--- config.mk ---
export PLATFORM = sky130hd
export DESIGN_NAME = mux8_rr_arbiter
export DESIGN_NICKNAME = d
export VERILOG_FILES = /design/src/rtl/mux8_rr_arbiter.sv
export SDC_FILE = /design/constraint.sdc
export NUM_CORES = 1
export LEC_CHECK = 0
export CORE_AREA = 2 2 126 128
export CTS_BUF_LIST = sky130_fd_sc_hd__clkbuf_4 sky130_fd_sc_hd__clkbuf_8
export DETAILED_ROUTE_END_ITERATION = 7
export DIE_AREA = 0 0 128 130
export MAX_ROUTING_LAYER = met4
export PLACE_DENSITY = 0.77
export SLEW_MARGIN = 20
export SYNTH_ARGS = -nofsm -noshare
export SYNTH_HDL_FRONTEND = slang
export SYNTH_SLANG_ARGS = --single-unit
export TNS_END_PERCENT = 20
--- constraint.sdc ---
create_clock -name clk -period 5.6 [get_ports clk]
set_clock_uncertainty 0.05 [all_clocks]
set_input_delay 1.12 -clock clk [delete_from_list [all_inputs] [get_ports clk]]
set_output_delay 1.12 -clock clk [all_outputs]
set_load 0.05 [all_outputs]
--- src/rtl/mux8_rr_arbiter.sv ---
// Round-robin scheduler sharing one 8-to-1 selection path between eight requesters,
// with a single registered output slot on a valid/ready handshake.
module mux8_rr_arbiter #(
  parameter int WIDTH = 32,
  parameter int CNT_W = 16
) (
  input  logic               clk,
  input  logic               reset,
  input  logic               enable,
  input  logic [7:0]         req,
  input  logic [8*WIDTH-1:0] in_data,
  output logic [7:0]         grant,
  output logic               out_valid,
  input  logic               out_ready,
  output logic [WIDTH-1:0]   out_data,
  output logic [2:0]         out_sel,
  output logic [CNT_W-1:0]   xfer_count
);

  typedef enum logic {EMPTY = 1'b0, FULL = 1'b1} state_t;

  state_t           state_q, state_d;
  logic [2:0]       last_ptr_q, last_ptr_d;
  logic [WIDTH-1:0] data_q, data_d;
  logic [2:0]       sel_q, sel_d;
  logic [CNT_W-1:0] cnt_q, cnt_d;
  logic [2:0]       sel_next;
  logic             found;
  logic             load;
  logic             xfer;

  // Search starts just after the last served requester and ends on it,
  // so a lone requester is picked again every cycle.
  always_comb begin
    sel_next = last_ptr_q;
    found    = 1'b0;
    for (int k = 1; k <= 8; k++) begin
      if (!found && req[last_ptr_q + 3'(k)]) begin
        sel_next = last_ptr_q + 3'(k);
        found    = 1'b1;
      end
    end
  end

  assign load = enable && found && (state_q == EMPTY || out_ready) && !reset;
  assign xfer = (state_q == FULL) && out_ready;

  always_comb begin
    state_d    = state_q;
    last_ptr_d = last_ptr_q;
    data_d     = data_q;
    sel_d      = sel_q;
    cnt_d      = cnt_q;
    grant      = 8'h00;
    case (state_q)
      EMPTY:   if (load) state_d = FULL;
      FULL:    if (out_ready && !load) state_d = EMPTY;
      default: state_d = EMPTY;
    endcase
    if (load) begin
      data_d     = in_data[32'(sel_next)*WIDTH +: WIDTH];
      sel_d      = sel_next;
      last_ptr_d = sel_next;
      grant      = 8'b1 << sel_next;
    end
    if (xfer) cnt_d = cnt_q + 1'b1;
  end

  always_ff @(posedge clk or posedge reset) begin
    if (reset) begin
      state_q    <= EMPTY;
      last_ptr_q <= 3'd7;
      data_q     <= '0;
      sel_q      <= 3'd0;
      cnt_q      <= '0;
    end else begin
      state_q    <= state_d;
      last_ptr_q <= last_ptr_d;
      data_q     <= data_d;
      sel_q      <= sel_d;
      cnt_q      <= cnt_d;
    end
  end

  assign out_valid  = (state_q == FULL);
  assign out_data   = data_q;
  assign out_sel    = sel_q;
  assign xfer_count = cnt_q;

endmodule

==> metrics.cfg <==
[run_status]
status = finished clean

[power]
combPwrFrac_pct = 87.6
finalPower_mw = 7.32
netSwitchingPower_mw = 3.86
p_sw_share_pct = 52.7
ir_worst_vdd_mv = 1.57
power.leakage_nw = 3.41
internal-power_mw = 3.46
seq_power_share_pct = 9.1
clkPwrFrac_pct = 3.3
power.density_nw_per_um2 = 839

[sta]
grt_setup_unrepaired = no
fmax_mhz = 187
slew_headroom_pct = 49.9
setup_viol = 0
timing.final.crit_share_pct = 95.7
slew_violations = 0
worst_slew_pin_slew_ns = 0.752
hold_viol_final = 0
min_period_ns = 5.36
finalSetupTns_ns = 0

[worst_setup_path]
critPathArrivalTime_ns = 4.19
crit_cells = 11
worstPathCellList = clkdlybuf4s50_1 > mux4_2 > o22a_1 > o22ai_4 > nand3_2 > o311ai_4 > xnor2_4 > buf_4 > nand2_1 > nor2_1 > buf_12
end_kind = output pin
crit_path_top_delay_cell = mux4_2
path_max_fanout = 12
crit_buf_inv = 3
cp_top_family = buffers and inverters
cp_data_required_time_ns = 4.43
reg2reg_slack_ns = 0.77
max_stage_delay_ns = 0.59
cp-start-kind = input port
path_class = in2out
r2r_cells = 11

[synthesis]
synth_flop_cell = dfrtp_1
synth_cells = 518
ys_types = 51
synth_area_leaders = dfrtp_1 26%, mux4_2 18%, mux2i_1 8.9%
ys_warn_count = 0
yosysSeqAreaShare_pct = 27.4
synth_edf_count = 0
synthArstFlopShare_pct = 100
ys_ff_latch = 55
syn_avg_cell_area_sq_um = 9.74
ys_top_cells_by_count = 62 x a21oi_1, 52 x dfrtp_1, 45 x mux2i_1
synth_top_area_cell = dfrtp_1
synth_top_area_share_pct = 25.8
synth_area_sq_um = 5040
synth.most_common_cell = a21oi_1
syn_nets = 789

[global_routing]
grt_pass1_wl_mm = 29.9
overflow = 0
grt_util_all_layers_pct = 24.2
grt_pass1_vias = 5413
antenna_found_initial = 0
grt_max_degree = 86

[clock_tree]
ctsHoldBuffers = 0
path_clk_slew_ns = 0.10
numCtsBuffers = 5
htree_levels = 2
insertion_delay_ns = 0.33
max-clock-path-buffers = 2
cts_num_sinks = 55
root_buffer = clkbuf_8
cts_tree = done

[route]
post_drt_wl_per_cell_um = 20.3
dr_total_vias = 5571
drt-pass1-iter-count = 5
drc = 0
ant_nets = 0
drt-total-wl_mm = 20.6
wl_met2_mm = 10.1
route.met3.wl_mm = 1.59
highest_layer = met4
routed_via_density = 5.48
wl_met1_mm = 8.55
drt_first_iter_violations = 355

[floorplan]
placement_rows = 46
die_area_sq_um = 16600
floorplan.initialDensity_pct = 32.7
die_h_um = 130
core_sq_um = 15400
io_pins = 328
die_width_um = 128

[job]
maxCapViolCount = 0

[layout]
fillers = 1370
fin_nets = 1095
final_layout_size_suffix_gt1_share_pct = 11.8
num_antenna_cells = 0
fin_cells = 1017
area_growth_pct = 72.8

[placement]
dp_hpwl_mm = 15.8
dp_cells = 1009
place_congestion = 0.915
numPortBuffers = 327

[hold_path]
hold_depth = 2
hold_path_class = reg2reg

-- final timing paths --
path / startpoint / end
max: req[5] / grant[0]
min: out_sel[2] / out_sel[2]
max reg2reg: last_ptr_q[0] / out_data[0]
min reg2reg: out_sel[2] / out_sel[2]
max in group asynchronous: reset / out_data[19]
min in group asynchronous: reset / out_data[28]
-- routing by layer --
metal / global-route usage, % / vias up
met5: - / -
met4: 6.21 / 0
met3: 4.67 / 26
met2: 39.0 / 281
met1: 31.5 / 2675
li1: - / 2589
-- power by group through the flow --
stage          Sequential [mW]  Clock (mW)  Combinational (mW)
3_5_place_dp             0.675           0                6.42
2_1_floorplan             1.13           0                4.44
6_report                 0.668       0.240                6.41
3_3_place_gp             0.671           0                6.34
5_1_grt                  0.686       0.267                6.89
4_1_cts                  0.668       0.252                6.43
-- placed cells by master (no fill, tap or decap), types with 3 or more instances in the layout --
cell / instances
xor2_1: 4
and3_1: 8
mux2i_1: 45
xnor2_1: 15
a221o_1: 28
buf_4: 15
nor3_1: 33
nand2b_1: 6
buf_12: 9
mux4_2: 41
mux2_2: 8
a211o_1: 3
dfrtp_1: 52
nor2b_1: 5
a22oi_1: 3
o211ai_1: 3
nor2_1: 40
o21ai_0: 4
inv_1: 5
clkbuf_8: 5
nand3_1: 13
nand2_1: 26
a21oi_1: 61
and2_1: 30
dfstp_2: 3
a221oi_1: 3
clkdlybuf4s50_1: 319
-- registers in the layout, summed over array words and instances, names as in the netlist --
register / flops
out_data: 32
xfer_count: 16
out_sel: 3
out_valid: 1
last_ptr_q: 3
-- per-stage QoR --
stage          util (%)  worst slack [ns]  area [sq um]  hold WS (ns)
2_1_floorplan         -            -0.409          5050         0.652
3_3_place_gp       55.8             0.336          8610         0.408
3_5_place_dp       55.8             0.233          8610         0.413
4_1_cts            56.4            0.0481          8700         0.439
5_1_grt            56.5            0.0448          8720         0.477
6_report           56.5             0.240          8720         0.437
-- worst register-to-register path: stages (launching register included) --
cell,delay (ns)
dfstp_2,0.55
clkinv_1,0.33
ha_4,0.53
mux2i_1,0.46
mux4_2,0.41
nand3_2,0.13
o311ai_4,0.42
xnor2_4,0.16
buf_4,0.25
buf_4,0.53
mux4_2,0.59
a221o_1,0.33
-- logic make-up (layout without fill, tap and decap cells) --
group	after synthesis	after routing	share of synthesized area, %
adders and majority gates	3	3	0.744
and+or+nand+nor	168	168	16.5
buffers and inverters	51	358	4.71
AOI/OAI and AO/OA	126	126	17.8
xor gates and xnor gates	21	21	3.79
DFF	55	55	27.4
muxes	94	94	29.0
-- final cells by class --
cell class	count	area, sq um	share of cell area (%)
multi-input cells	412	3490	40.1
repair buffers	343	3490	40.0
flip-flops and latches	55	1380	15.8
well taps	192	240	2.76
clock buffers	5	68.8	0.790
inverters	7	26.3	0.301
clock inverters	3	23.8	0.273
-- timing repair --
| item | 4_1_cts | 5_1_grt |
|---|---|---|
| setup buffers | 0 | 0 |
| resized for setup | 0 | 2 |
| hold endpoints to repair | 0 | 0 |
| endpoints found under the setup margin | 0 | 8 |
No activity file was read; power rests on OpenSTA's default activity.
